<file path="config.mk">
export PLATFORM = sky130hd
export DESIGN_NAME = sha256_job_ctrl
export DESIGN_NICKNAME = d
export VERILOG_FILES = /design/src/rtl/sha256_job_ctrl.sv
export SDC_FILE = /design/constraint.sdc
export NUM_CORES = 1
export LEC_CHECK = 0
export BUFFER_PORTS_ARGS = -buffer_cell sky130_fd_sc_hd__clkbuf_2
export CAP_MARGIN = 0
export CORE_MARGIN = 2
export CORE_UTILIZATION = 30
export CTS_BUF_LIST = sky130_fd_sc_hd__clkbuf_8
export CTS_CLUSTER_SIZE = 30
export DETAILED_ROUTE_END_ITERATION = 7
export PLACE_DENSITY = 0.56
export SYNTH_ARGS = -nofsm -noshare
export SYNTH_HDL_FRONTEND = slang
export SYNTH_SLANG_ARGS = --single-unit
</file>
<file path="constraint.sdc">
create_clock -name i_clk -period 5.6 [get_ports i_clk]
set_clock_uncertainty 0.2 [all_clocks]
set_input_delay 0.56 -clock i_clk [delete_from_list [all_inputs] [get_ports i_clk]]
set_output_delay 0.56 -clock i_clk [all_outputs]
set_load 0.01 [all_outputs]
</file>
<file path="src/rtl/sha256_job_ctrl.sv">
// Job sequencer for the single-block SHA-256 core: loads and pads one message,
// starts the core, waits for completion and streams the 32-byte digest out.
module sha256_job_ctrl #(
    parameter int MAX_MSG_BYTES  = 55,
    parameter int TIMEOUT_CYCLES = 63
) (
    input  logic       i_clk,
    input  logic       i_rst_n,
    input  logic       i_msg_valid,
    input  logic [7:0] i_msg_data,
    input  logic       i_msg_last,
    output logic       o_msg_ready,
    output logic       o_dig_valid,
    output logic [7:0] o_dig_data,
    output logic       o_dig_last,
    input  logic       i_dig_ready,
    output logic       o_err,
    output logic       o_busy,
    output logic       o_core_rst_n,
    output logic [6:0] o_core_addr,
    output logic [7:0] o_core_data,
    output logic       o_core_we,
    input  logic       i_core_irq,
    input  logic [7:0] i_core_data
);

    // state  | meaning
    // IDLE   | waiting for the first message byte, core out of reset
    // CRST   | two-cycle core reset pulse (low, then high)
    // ID     | check WHO_AM_I
    // LOAD   | accept message bytes, write to core window
    // DRAIN  | discard the rest of a rejected message
    // PAD    | write 0x80, zero fill and bit length
    // START  | write STATUS=0x01
    // WAIT   | wait for core completion with timeout
    // READ   | stream digest bytes out
    typedef enum logic [3:0] {
        S_IDLE, S_CRST, S_ID, S_LOAD, S_DRAIN, S_PAD, S_START, S_WAIT, S_READ
    } state_t;

    localparam int           TW        = $clog2(TIMEOUT_CYCLES + 1);
    localparam logic [TW-1:0] TMO_LOAD = TW'(TIMEOUT_CYCLES - 1);
    localparam logic [5:0]   N_MAX     = 6'(MAX_MSG_BYTES);
    localparam logic [7:0]   WHO_AM_I  = 8'h07;
    localparam logic [6:0]   ADDR_ID   = 7'd64;
    localparam logic [6:0]   ADDR_STAT = 7'd65;
    localparam logic [6:0]   ADDR_DIG0 = 7'd101;

    state_t          state, state_nxt;
    logic [5:0]      n;          // byte index in LOAD, position in PAD, digest index in READ
    logic [5:0]      msg_len;
    logic [TW-1:0]   tmo;
    logic            dig_valid, dig_last;
    logic [7:0]      dig_data;
    logic            msg_hs, dig_hs, dig_load;
    logic            core_rst_n_int;

    assign msg_hs   = i_msg_valid && (state == S_LOAD || state == S_DRAIN);
    assign dig_hs   = dig_valid && i_dig_ready;
    assign dig_load = (state == S_READ) && (n < 6'd32) && (!dig_valid || i_dig_ready);

    always_ff @(posedge i_clk) begin
        if (!i_rst_n) begin
            state     <= S_IDLE;
            n         <= '0;
            msg_len   <= '0;
            tmo       <= '0;
            dig_valid <= 1'b0;
            dig_last  <= 1'b0;
            dig_data  <= '0;
        end else begin
            state <= state_nxt;
            case (state)
                S_IDLE:  n <= '0;
                S_CRST:  n <= n + 6'd1;
                S_ID:    n <= '0;
                S_LOAD: begin
                    if (msg_hs) begin
                        n <= n + 6'd1;
                        if (i_msg_last) msg_len <= n + 6'd1;
                    end
                end
                S_PAD:   n <= n + 6'd1;
                S_START: tmo <= TMO_LOAD;
                S_WAIT: begin
                    n <= '0;
                    if (tmo != '0) tmo <= tmo - 1'b1;
                end
                S_READ:  if (dig_load) n <= n + 6'd1;
                default: ;
            endcase
            if (dig_load) begin
                dig_data  <= i_core_data;
                dig_valid <= 1'b1;
                dig_last  <= (n == 6'd31);
            end else if (dig_hs) begin
                dig_valid <= 1'b0;
                dig_last  <= 1'b0;
            end
        end
    end

    always_comb begin
        state_nxt = state;
        case (state)
            S_IDLE:  if (i_msg_valid) state_nxt = S_CRST;
            S_CRST:  if (n != 6'd0) state_nxt = S_ID;
            S_ID:    state_nxt = (i_core_data == WHO_AM_I) ? S_LOAD : S_DRAIN;
            S_LOAD: begin
                if (msg_hs) begin
                    if (n == N_MAX)   state_nxt = i_msg_last ? S_IDLE : S_DRAIN;
                    else if (i_msg_last) state_nxt = S_PAD;
                end
            end
            S_DRAIN: if (msg_hs && i_msg_last) state_nxt = S_IDLE;
            S_PAD:   if (n == 6'd63) state_nxt = S_START;
            S_START: state_nxt = S_WAIT;
            S_WAIT: begin
                if (i_core_irq)     state_nxt = S_READ;
                else if (tmo == '0) state_nxt = S_IDLE;
            end
            S_READ:  if (dig_hs && dig_last) state_nxt = S_IDLE;
            default: state_nxt = S_IDLE;
        endcase
    end

    always_comb begin
        core_rst_n_int = 1'b1;
        o_core_we      = 1'b0;
        o_core_addr    = '0;
        o_core_data    = '0;
        o_msg_ready    = 1'b0;
        o_err          = 1'b0;
        case (state)
            S_CRST:  core_rst_n_int = (n != 6'd0);
            S_ID: begin
                o_core_addr = ADDR_ID;
                o_err       = (i_core_data != WHO_AM_I);
            end
            S_LOAD: begin
                o_msg_ready = 1'b1;
                if (msg_hs) begin
                    o_core_we   = 1'b1;
                    o_core_addr = 7'd63 - {1'b0, n};
                    o_core_data = i_msg_data;
                    o_err       = (n == N_MAX);
                end
            end
            S_DRAIN: o_msg_ready = 1'b1;
            S_PAD: begin
                o_core_we   = 1'b1;
                o_core_addr = 7'd63 - {1'b0, n};
                // bit length is L*8, so its high byte is L>>5 and low byte is L<<3
                if (n == msg_len)     o_core_data = 8'h80;
                else if (n == 6'd62)  o_core_data = {7'd0, msg_len[5]};
                else if (n == 6'd63)  o_core_data = {msg_len[4:0], 3'b000};
            end
            S_START: begin
                o_core_we   = 1'b1;
                o_core_addr = ADDR_STAT;
                o_core_data = 8'h01;
            end
            S_WAIT:  o_err = !i_core_irq && (tmo == '0);
            S_READ:  o_core_addr = ADDR_DIG0 - {1'b0, n};
            default: ;
        endcase
    end

    // core stays in reset for as long as the controller itself is in reset
    assign o_core_rst_n = core_rst_n_int & i_rst_n;
    assign o_busy       = (state != S_IDLE);
    assign o_dig_valid  = dig_valid;
    assign o_dig_data   = dig_data;
    assign o_dig_last   = dig_last;

endmodule

</file>
==> impl_metrics.json <==
{
  "hold_viol": 0,
  "cts_resized": 0,
  "gp_congestion": 0.824,
  "io_pins": 52,
  "setup_ws_ns": 1.98,
  "layout-drive-gt1-share": 0.210,
  "rows": 30,
  "cts_tree": "yes",
  "dr.pass1.iters": 4,
  "cp.required_ns": 4.84,
  "grt_start_max_net_pins": 32,
  "cts_sinks": 32,
  "async_flop_share": 0,
  "placed_area_um2": 2440,
  "htreeDepth": 2,
  "synth_ff_type": "dfxtp_1",
  "worstSetupStartpointType": "flip-flop",
  "finalInstanceArea_um2": 2530,
  "worstSetupPathType": "flip-flop to output port",
  "root_buffer": "clkbuf_8",
  "ys_seq_elements": 32,
  "period_share": 0.646,
  "portBuffers": 51,
  "synth_edf_count": 0,
  "grt_pass1_wl_mm": 9.14,
  "fmax_mhz": 276,
  "grt.overflow.total": 0,
  "max_slew.worst_pin.slew_ns": 1.17,
  "comb_power_share": 0.327,
  "core-area_um2": 6870,
  "clkTransAtPathRegs_ns": 0.07,
  "synth_cell_types": 48,
  "syn-num-nets": 302,
  "period_minus_slack_ns": 3.62,
  "ys_seq_area_frac": 0.298,
  "setup_tns_ns": 0,
  "cts_buffers": 5,
  "status": "complete, no violations",
  "fin_nets": 342,
  "cp_data_arrival_time_ns": 2.86,
  "clk_latency_ns": 0.29,
  "seqPwrFrac": 0.402,
  "vias": 2097,
  "clk_path_buf_depth": 2,
  "relSlewSlack": 0.202,
  "clockPowerShare": 0.272,
  "antenna_left": 0,
  "initial_core_util": 0.313,
  "slew_violations": 0,
  "grt_pass1_vias": 1851,
  "synthCells": 273,
  "die_h_um": 88.6,
  "die_w_um": 88.6,
  "reg2reg_slack_ns": 2.46,
  "drt_iter0_drc": 117,
  "p_int_uw": 438,
  "maxCapViolations": 0,
  "hold_path.class": "flip-flop to flip-flop",
  "rsz0062_at_grt": "no",
  "dp_slack_ns": 2.32,
  "cts_hold_buf": 0,
  "synth_area_um2": 2150,
  "syn_to_final_growth_pct": 17.8,
  "vdd_drop_max_mv": 0.104,
  "yosysWarnings": 0,
  "diodes": 0,
  "avgSynthCellArea_um2": 7.87,
  "dieArea_um2": 7850,
  "p_leak_nw": 0.940,
  "cp-end-kind": "output port",
  "swShare": 0.370,
  "crit_fanout": 21,
  "cts_setup_buffers": 0,
  "finalSetupViolCount": 0,
  "antenna_found_initial": 0,
  "wl_mm": 5.79,
  "vias_per_cell": 5.11,
  "power_density_nw_per_um2": 275,
  "track_usage": 0.150,
  "drc": 0,
  "switching_power_uw": 258,
  "drt-wirelength-per-cell_um": 14.1,
  "dp_hpwl_mm": 4.27
}
## metal layers
metal | wire length (um) | vias to the layer above | GRT usage
met2 | 2700 | 55 | 0.236
met4 | 59 | 0 | 0.0455
met3 | 272 | 4 | 0.0280
met1 | 2750 | 975 | 0.208
met5 | 0 | - | 0
li1 | - | 1063 | -
## kinds of logic (layout without fill, tap and decap cells)
logic type	Yosys count	count (layout)	share of synthesized area
AO/OA/AOI/OAI	61	61	0.188
AND/OR/NAND/NOR	116	116	0.288
adder cells (fa/ha/maj)	7	7	0.0408
flip-flops	32	32	0.298
XOR/XNOR	15	15	0.0612
buffers and inverters	28	69	0.0588
multiplexers	14	14	0.0652
## cells in the final DEF (no fill, tap or decap), types with 2 or more instances in the layout
| cell | n |
|---|---|
| nor4bb_1 | 2 |
| a211oi_1 | 4 |
| or2_2 | 3 |
| o22ai_1 | 2 |
| a21oi_1 | 19 |
| inv_1 | 9 |
| o32ai_1 | 3 |
| a31oi_1 | 3 |
| or4b_1 | 2 |
| ha_1 | 7 |
| nor3_1 | 6 |
| nor4b_1 | 2 |
| clkbuf_2 | 51 |
| clkbuf_8 | 6 |
| o211ai_1 | 2 |
| or4_1 | 3 |
| or3_1 | 4 |
| nor2_1 | 36 |
| a21boi_0 | 2 |
| nand2_1 | 16 |
| nor4_1 | 5 |
| and2_1 | 6 |
| a311oi_1 | 2 |
| clkinv_2 | 2 |
| dfxtp_1 | 32 |
| nand2b_1 | 6 |
| o21ai_0 | 12 |
| nand3_1 | 12 |
| nand4_1 | 3 |
| mux2i_1 | 14 |
| xnor2_1 | 10 |
| a22o_1 | 5 |
| nor2b_1 | 4 |
| xor2_1 | 5 |
## worst max-delay path, cell delays in order, from the launching register on
cell and delay (ns):
dfxtp_1 0.70, and4bb_2 0.37, o21ai_0 0.13, a2111oi_0 0.99
a22o_1 0.24, clkbuf_2 0.13
## flip-flops by register name, summed over array words and instances (netlist names)
signal and cells:
tmo 6, state 4, o_dig_data 8, o_dig_last 1, o_dig_valid 1, n 6
msg_len 6
## cells in the mapped netlist, types with 4 or more instances
cell,number,share of area
or3_1,4,0.012
clkbuf_1,14,0.024
nor3_1,6,0.014
mux2i_1,14,0.065
a22o_1,5,0.020
o21ai_0,12,0.028
a21oi_1,19,0.044
ha_1,7,0.041
nor4_1,5,0.015
xnor2_1,10,0.041
nor2_1,36,0.063
nor2b_1,4,0.012
a211oi_1,4,0.014
dfxtp_1,32,0.30
xor2_1,5,0.020
nand2b_1,6,0.017
nand2_1,16,0.028
nand3_1,12,0.028
and2_1,6,0.017
inv_1,9,0.016
## stage by stage
stage | total power, mW | util | std cells | hold slack (ns)
after floorplan | 0.444 | - | 273 | 0.289
after global placement | 0.511 | 0.355 | 402 | 0.280
after detailed placement | 0.510 | 0.355 | 402 | 0.283
after CTS | 0.702 | 0.368 | 410 | 0.306
after global routing | 0.742 | 0.368 | 410 | 0.324
final | 0.695 | 0.368 | 410 | 0.299
## power groups by stage
stage               clock (mW)  combinational (mW)  sequential (mW)
finish                   0.189               0.227            0.279
global route             0.208               0.250            0.284
CTS                      0.196               0.227            0.279
detailed placement           0               0.226            0.284
global placement             0               0.228            0.282
floorplan                    0               0.190            0.255
## path summary, 6_finish.rpt
| check | end | from | cells after the start |
|---|---|---|---|
| worst max-delay path | o_core_data[3] | state[0]$_SDFFE_PN0P_ | 5 |
| worst min-delay path | o_dig_data[4]$_SDFFE_PN0P_ | o_dig_data[4]$_SDFFE_PN0P_ | 2 |
| worst max register to register | n[3]$_SDFFE_PN0P_ | state[0]$_SDFFE_PN0P_ | 5 |
| worst min register to register | o_dig_data[4]$_SDFFE_PN0P_ | o_dig_data[4]$_SDFFE_PN0P_ | 2 |
## cell type report
cell class | count | area [um2]
clock inverter | 2 | 10.0
fill | 755 | 4340
sequential | 32 | 641
tap | 96 | 120
timing repair buffer | 52 | 263
multi-input combinational | 213 | 1380
inverter | 9 | 33.8
clock buffer | 6 | 82.6
(Power assumes the default switching activity.)
